### src/rtl/regfile_wb_scheduler_pkg.sv
// Shared definitions for the register-file write-back scheduler:
// requester indices, fixed register numbers, age width and base priority order.
package regfile_wb_scheduler_pkg;

  localparam int NUM_REQ  = 3;
  localparam int REQ_MEM  = 0;
  localparam int REQ_LINK = 1;
  localparam int REQ_ALU  = 2;

  localparam int LINK_REG = 31;
  localparam int ZERO_REG = 0;

  localparam int AGE_W    = 3;

  // Highest priority first
  localparam int BASE_ORDER [NUM_REQ] = '{REQ_MEM, REQ_LINK, REQ_ALU};

  // One-hot pick of the highest base-priority requester set in m
  function automatic logic [NUM_REQ-1:0] base_pick(input logic [NUM_REQ-1:0] m);
    logic [NUM_REQ-1:0] g;
    g = '0;
    for (int k = NUM_REQ-1; k >= 0; k--) begin
      if (m[BASE_ORDER[k]]) g = NUM_REQ'(1) << BASE_ORDER[k];
    end
    return g;
  endfunction

endpackage

### src/rtl/regfile_wb_scheduler_arbiter.sv
// wb_age_arbiter: per-requester age counters plus combinational one-hot grant.
// A requester whose age reached AGE_MAX overrides the base order; ties among
// aged requesters fall back to the base order.
module wb_age_arbiter
  import regfile_wb_scheduler_pkg::*;
#(
  parameter int AGE_MAX = 3
) (
  input  logic               clock,
  input  logic               reset,
  input  logic               flush,
  input  logic [NUM_REQ-1:0] req_vld,
  output logic [NUM_REQ-1:0] grant
);

  localparam logic [AGE_W-1:0] AGE_TOP = AGE_W'(AGE_MAX);

  logic [AGE_W-1:0]   age_p1 [NUM_REQ];
  logic [NUM_REQ-1:0] aged;

  function automatic logic [AGE_W-1:0] age_sat_inc(input logic [AGE_W-1:0] a);
    return (a >= AGE_TOP) ? AGE_TOP : a + AGE_W'(1);
  endfunction

  // Grant: aged requesters first, otherwise plain base order
  always_comb begin
    aged = '0;
    for (int i = 0; i < NUM_REQ; i++) begin
      aged[i] = req_vld[i] && (age_p1[i] == AGE_TOP);
    end
    grant = (|aged) ? base_pick(aged) : base_pick(req_vld);
  end

  // Age counters: count denied cycles, clear on grant, idle or flush
  always_ff @(posedge clock or negedge reset) begin
    if (!reset) begin
      for (int i = 0; i < NUM_REQ; i++) age_p1[i] <= '0;
    end else if (flush) begin
      for (int i = 0; i < NUM_REQ; i++) age_p1[i] <= '0;
    end else begin
      for (int i = 0; i < NUM_REQ; i++) begin
        if (!req_vld[i] || grant[i]) age_p1[i] <= '0;
        else                         age_p1[i] <= age_sat_inc(age_p1[i]);
      end
    end
  end

endmodule

### src/rtl/regfile_wb_scheduler.sv
// regfile_wb_scheduler: shares the register-file write port among MEM, LINK
// and ALU write-back requesters, registers the winning write and keeps a
// pending-write scoreboard for decode hazard detection.
// Optional macro WB_FORWARD_EN adds write-port forwarding outputs and lets the
// hazard check ignore registers released by this cycle's grant.
module regfile_wb_scheduler
  import regfile_wb_scheduler_pkg::*;
#(
  parameter int DATA_W  = 32,
  parameter int ADDR_W  = 5,
  parameter int AGE_MAX = 3
) (
  input  logic              clock,
  input  logic              reset,
  input  logic              flush,
  input  logic              alu_valid,
  input  logic [ADDR_W-1:0] alu_addr,
  input  logic [DATA_W-1:0] alu_data,
  output logic              alu_ready,
  input  logic              mem_valid,
  input  logic [ADDR_W-1:0] mem_addr,
  input  logic [DATA_W-1:0] mem_data,
  output logic              mem_ready,
  input  logic              link_valid,
  input  logic [DATA_W-1:0] link_data,
  output logic              link_ready,
  input  logic              claim_en,
  input  logic [ADDR_W-1:0] claim_addr,
  input  logic [ADDR_W-1:0] rs_addr,
  input  logic [ADDR_W-1:0] rt_addr,
  output logic              hazard,
`ifdef WB_FORWARD_EN
  output logic              fwd_rs_hit,
  output logic              fwd_rt_hit,
  output logic [DATA_W-1:0] fwd_rs_data,
  output logic [DATA_W-1:0] fwd_rt_data,
`endif
  output logic [31:0]       busy_mask,
  output logic              wr_en,
  output logic [ADDR_W-1:0] wr_addr,
  output logic [DATA_W-1:0] wr_data
);

  logic [NUM_REQ-1:0] req_vld;
  logic [NUM_REQ-1:0] grant;

  logic               vld_p0;
  logic [ADDR_W-1:0]  win_addr_p0;
  logic [DATA_W-1:0]  win_data_p0;

  logic               vld_p1;
  logic [ADDR_W-1:0]  wr_addr_p1;
  logic [DATA_W-1:0]  wr_data_p1;

  logic [31:0]        busy_p1;
  logic [31:0]        clr_mask;
  logic [31:0]        set_mask;
  logic [31:0]        busy_nxt;
  logic [31:0]        hz_mask;

  assign req_vld[REQ_MEM]  = mem_valid;
  assign req_vld[REQ_LINK] = link_valid;
  assign req_vld[REQ_ALU]  = alu_valid;

  wb_age_arbiter #(
    .AGE_MAX (AGE_MAX)
  ) u_arb (
    .clock   (clock),
    .reset   (reset),
    .flush   (flush),
    .req_vld (req_vld),
    .grant   (grant)
  );

  assign mem_ready  = grant[REQ_MEM];
  assign link_ready = grant[REQ_LINK];
  assign alu_ready  = grant[REQ_ALU];

  // p0: select the winner; a write to register 0 is accepted but dropped
  always_comb begin
    win_addr_p0 = '0;
    win_data_p0 = '0;
    if (grant[REQ_MEM]) begin
      win_addr_p0 = mem_addr;
      win_data_p0 = mem_data;
    end else if (grant[REQ_LINK]) begin
      win_addr_p0 = ADDR_W'(LINK_REG);
      win_data_p0 = link_data;
    end else if (grant[REQ_ALU]) begin
      win_addr_p0 = alu_addr;
      win_data_p0 = alu_data;
    end
    vld_p0 = (|grant) && (win_addr_p0 != ADDR_W'(ZERO_REG));
  end

  // p1: registered write port; address/data hold when nothing is written
  always_ff @(posedge clock or negedge reset) begin
    if (!reset) begin
      vld_p1     <= 1'b0;
      wr_addr_p1 <= '0;
      wr_data_p1 <= '0;
    end else begin
      vld_p1 <= vld_p0;
      if (vld_p0) begin
        wr_addr_p1 <= win_addr_p0;
        wr_data_p1 <= win_data_p0;
      end
    end
  end

  assign wr_en   = vld_p1;
  assign wr_addr = wr_addr_p1;
  assign wr_data = wr_data_p1;

  // Scoreboard next state: grant clears, claim sets (set wins), flush empties
  always_comb begin
    clr_mask = vld_p0 ? (32'd1 << win_addr_p0) : 32'd0;
    set_mask = (claim_en && !flush && (claim_addr != ADDR_W'(ZERO_REG)))
               ? (32'd1 << claim_addr) : 32'd0;
    busy_nxt = flush ? 32'd0 : ((busy_p1 & ~clr_mask) | set_mask);
  end

  // Scoreboard register
  always_ff @(posedge clock or negedge reset) begin
    if (!reset) busy_p1 <= '0;
    else        busy_p1 <= busy_nxt;
  end

  assign busy_mask = busy_p1;

  // Hazard lookup on both decode sources
  always_comb begin
`ifdef WB_FORWARD_EN
    hz_mask = busy_p1 & ~clr_mask;
`else
    hz_mask = busy_p1;
`endif
    hazard = hz_mask[rs_addr] | hz_mask[rt_addr];
  end

`ifdef WB_FORWARD_EN
  assign fwd_rs_hit  = vld_p1 && (wr_addr_p1 == rs_addr) && (rs_addr != ADDR_W'(ZERO_REG));
  assign fwd_rt_hit  = vld_p1 && (wr_addr_p1 == rt_addr) && (rt_addr != ADDR_W'(ZERO_REG));
  assign fwd_rs_data = wr_data_p1;
  assign fwd_rt_data = wr_data_p1;
`endif

endmodule

### config.mk
export PLATFORM = sky130hd
export DESIGN_NAME = regfile_wb_scheduler
export DESIGN_NICKNAME = d
export VERILOG_FILES = /design/src/rtl/regfile_wb_scheduler_pkg.sv /design/src/rtl/regfile_wb_scheduler_arbiter.sv /design/src/rtl/regfile_wb_scheduler.sv
export SDC_FILE = /design/constraint.sdc
export NUM_CORES = 1
export LEC_CHECK = 0
export ABC_AREA = 1
export CORE_MARGIN = 8
export CORE_UTILIZATION = 30
export DETAILED_ROUTE_END_ITERATION = 12
export SLEW_MARGIN = 10
export SYNTH_ARGS = -nofsm -noshare
export SYNTH_HDL_FRONTEND = slang
export SYNTH_HIERARCHICAL = 1
export SYNTH_SLANG_ARGS = --single-unit
### constraint.sdc
create_clock -name clock -period 3.9 [get_ports clock]
set_input_delay 1.17 -clock clock [delete_from_list [all_inputs] [get_ports clock]]
set_output_delay 1.17 -clock clock [all_outputs]
set_load 0.01 [all_outputs]
==> metrics.yaml <==
status:
  status: "finished, final reports clean"
synthesis:
  synth_area_leaders: "dfrtp_1 (39%), nand2_1 (17%), nand3_1 (12%)"
  synth_top_area_cell: "dfrtp_1"
  synth_seq_area_share: 0.394
  synth_fp_nets: 883
  synthTopCellsByCount: "nand2_1 (227), nand3_1 (123), dfrtp_1 (79)"
  post-synth-top-count-cell: "nand2_1"
  yosys.area.top_type_share: 0.394
  synth_cells: 749
  avgSynthCellArea_sq_um: 6.71
  yosys_most_used_dff: "dfrtp_1"
  synth_edf_count: 0
  ys_types: 25
  synth-async-reset-ratio: 1.00
  ys_warn_count: 6
  syn-cell-area_sq_um: 5020
  ys_seq_elements: 79
clocking:
  cts_buffer_depth: 2
  htreeDepth: 3
  cts.clk_slew.worst_paths_ns: 0.06
  cts_tree: "yes"
  cts_inserted_buffers: 9
  cts_sinks: 79
  cts_root_buf: "clkbuf_16"
  worstSkewPairLatency_ns: 0.34
  cts_setup_buffers: 0
drt:
  drtIter0Drc: 485
  num_vias: 5660
  drt_wl_total_mm: 20.5
  wire_per_inst_um: 17.5
  first_pass_iters: 6
  ant_nets: 0
  route.detailed.drc: 0
  viasPerCell: 4.85
die:
  initial_core_util: 0.305
  fp.dieW_um: 145
  die-area_sq_um: 21100
  io_pins: 202
  num_rows: 47
  die_h_um: 145
  core_sq_um: 16500
critical_path:
  cp_slowest_cell: "clkdlybuf4s50_1"
  crit_path_end_kind: "primary output"
  cp_num_buf_inv: 3
  cp_max_fo: 3
  crit_required_ns: 2.73
  crit_family: "buffers and inverters"
  cpPeakStageDelay_ns: 0.57
  critPathLaunchType: "input port"
  crit_chain: "clkdlybuf4s50_1, nand2_1, nand3_1, nand2_1, nand2_1, inv_1, clkdlybuf4s50_1"
  crit_top_cell: "nand2_1"
  crit_arrival_ns: 2.61
  r2r-end: "wr_data[8]"
  ff2ff_setup_slack_ns: 0.99
  path_class: "input port to primary output"
  rr_worst_depth: 14
  rr_startpoint: "u_arb/age_p1[0]"
sta:
  slew-limit-headroom: 0.480
  final-hold-violation-count: 0
  min_period_ns: 3.78
  tightest_slew_ns: 0.781
  fin_skew_ns: 0.00487
  rsz0062_at_grt: "false"
  setup_viol: 0
  fmax_ghz: 0.265
  worst_slack_ns: 0.121
  maxSlewViolCount: 0
  finalCritPeriodShare: 0.969
global_routing:
  grt.total_usage: 0.193
  use_met3: 0.0457
  grt_pass1_vias: 5525
  antenna_found_initial: 0
  busiest_layer: "met2"
  use_met1: 0.246
  grt_pass1_wl_mm: 32.4
  grt_max_degree: 59
  use_met2: 0.323
  grt-ovfl-total: 0
pwr:
  power_frac_seq: 0.384
  vdd_drop_max_uv: 203
  comb_power_share: 0.240
  power_density_nw_per_um2: 301
  switching_share: 0.273
  intPower_w: 0.00169
  clock_power_share: 0.377
  p_leak_nw: 3.24
  p_sw_w: 0.000633
cells_and_area:
  area_growth_pct: 53.7
  seqCellArea_sq_um: 1980
  antenna_cells: 0
  multi_input_area_sq_um: 2620
  fin_area_sq_um: 7720
  fill_cells: 1670
  fin_nets: 1077
  drive_gt1_frac: 0.0654
place:
  hpwl_mm: 15.4
  gp_congestion: 0.859
  portBuffers: 201
  dpl_cell_area_sq_um: 7410
  place_ws_ns: -0.243
min_path:
  min_path_type: "flop to flop"
  whs_endpoint: "wr_addr[0]"
  hold_depth: 2
  min_from: "wr_addr[0]"
flow_run:
  drv_cap: 0
cell usage in the layout (no fill, tap or decap):
| cell | synthesis | final |
|---|---|---|
| nand2_1 | 227 | 227 |
| clkdlybuf4s50_1 | 0 | 195 |
| nand3_1 | 123 | 123 |
| dfrtp_1 | 79 | 79 |
| a21oi_1 | 64 | 64 |
| o21ai_0 | 63 | 63 |
| inv_1 | 54 | 52 |
| nor2_1 | 40 | 39 |
| nand4_1 | 24 | 24 |
| buf_4 | 0 | 22 |
| clkbuf_16 | 0 | 9 |
| buf_12 | 0 | 7 |
| ha_1 | 6 | 6 |
| o21ai_1 | 5 | 5 |
| o21ai_2 | 4 | 4 |
| inv_2 | 2 | 4 |
| clkinv_2 | 1 | 3 |
| clkbuf_8 | 0 | 3 |
| dlygate4sd2_1 | 0 | 3 |
| nor2_4 | 2 | 2 |
| nand3_2 | 2 | 2 |
| dlymetal6s2s_1 | 0 | 2 |
| inv_4 | 1 | 1 |
| nor3_1 | 1 | 1 |
| o211ai_1 | 1 | 1 |
| clkbuf_1 | 31 | 1 |
| bufinv_16 | 0 | 1 |
| buf_6 | 3 | 1 |
| nand2_2 | 1 | 1 |
| a21oi_2 | 1 | 1 |
| nor2_2 | 0 | 1 |
| or2_1 | 1 | 1 |
worst max path at each step:
stage,startpoint,endpoint,slack [ns],depth (start not counted)
3_5_place_dp,rs_addr[0],hazard,-0.24,11
3_3_place_gp,rs_addr[0],hazard,-0.23,11
2_1_floorplan,rt_addr[0],hazard,0.49,11
6_report,alu_valid,link_ready,0.12,7
5_1_grt,link_valid,alu_ready,0.009,7
4_1_cts,rt_addr[1],hazard,0.10,10
worst register-to-register path, delay by kind of cell (launching register included):
kind	cells	cell delay (ns)
AOI/OAI and AO/OA	3	0.45
buffers and inverters	4	0.89
and+or+nand+nor	5	0.66
DFF	1	0.39
adders and majority gates	2	0.39
sequential cells by signal, indices dropped and copies added, names as in the netlist:
signal / flops
u_arb/age_p1: 9
wr_addr: 5
busy_mask: 32
wr_en: 1
wr_data: 32
metal layers:
metal  vias up  share of wire
li1       2869              -
met1      2578           0.43
met2       196           0.50
met3        17          0.060
met4         0          0.011
met5         -              0
what timing repair did:
action | in CTS | in global routing
pin swaps | 0 | 0
gates resized for setup | 5 | 3
endpoints found under the setup margin | 1 | 1
hold buffers | 0 | 0
logic make-up after synthesis:
kind of cell    Yosys count  synth area share
fa+ha+maj                 6            0.0149
simple gates            421             0.364
buf+inv                 105            0.0859
flops                    79             0.394
compound gates          138             0.142
layout make-up:
type | instances | area share
Multi-Input combinational cell | 565 | 0.339
Timing Repair Buffer | 230 | 0.300
Sequential cell | 79 | 0.256
Tap cell | 220 | 0.0357
Clock buffer | 13 | 0.0350
Inverter | 58 | 0.0287
Clock inverter | 3 | 0.00519
through the flow:
step	TNS [ns]	cells	utilization	hold WS [ns]	power (W)
final	0	1168	0.469	0.474	0.00232
after CTS	0	1168	0.468	0.478	0.00235
after global placement	-0.233	1152	0.450	0.455	0.00146
after detailed placement	-0.243	1152	0.450	0.463	0.00146
after global routing	0	1168	0.469	0.504	0.00244
after floorplan	0	749	-	0.506	0.00112
power groups by stage:
stage / registers (W) / clock network (W) / logic, W
floorplan: 0.000923 / 0 / 0.000196
global placement: 0.000903 / 0 / 0.000559
detailed placement: 0.000905 / 0 / 0.000559
CTS: 0.000890 / 0.000904 / 0.000560
global route: 0.000896 / 0.000933 / 0.000607
finish: 0.000890 / 0.000874 / 0.000556
Note: power is estimated with default switching activity, not from simulation.
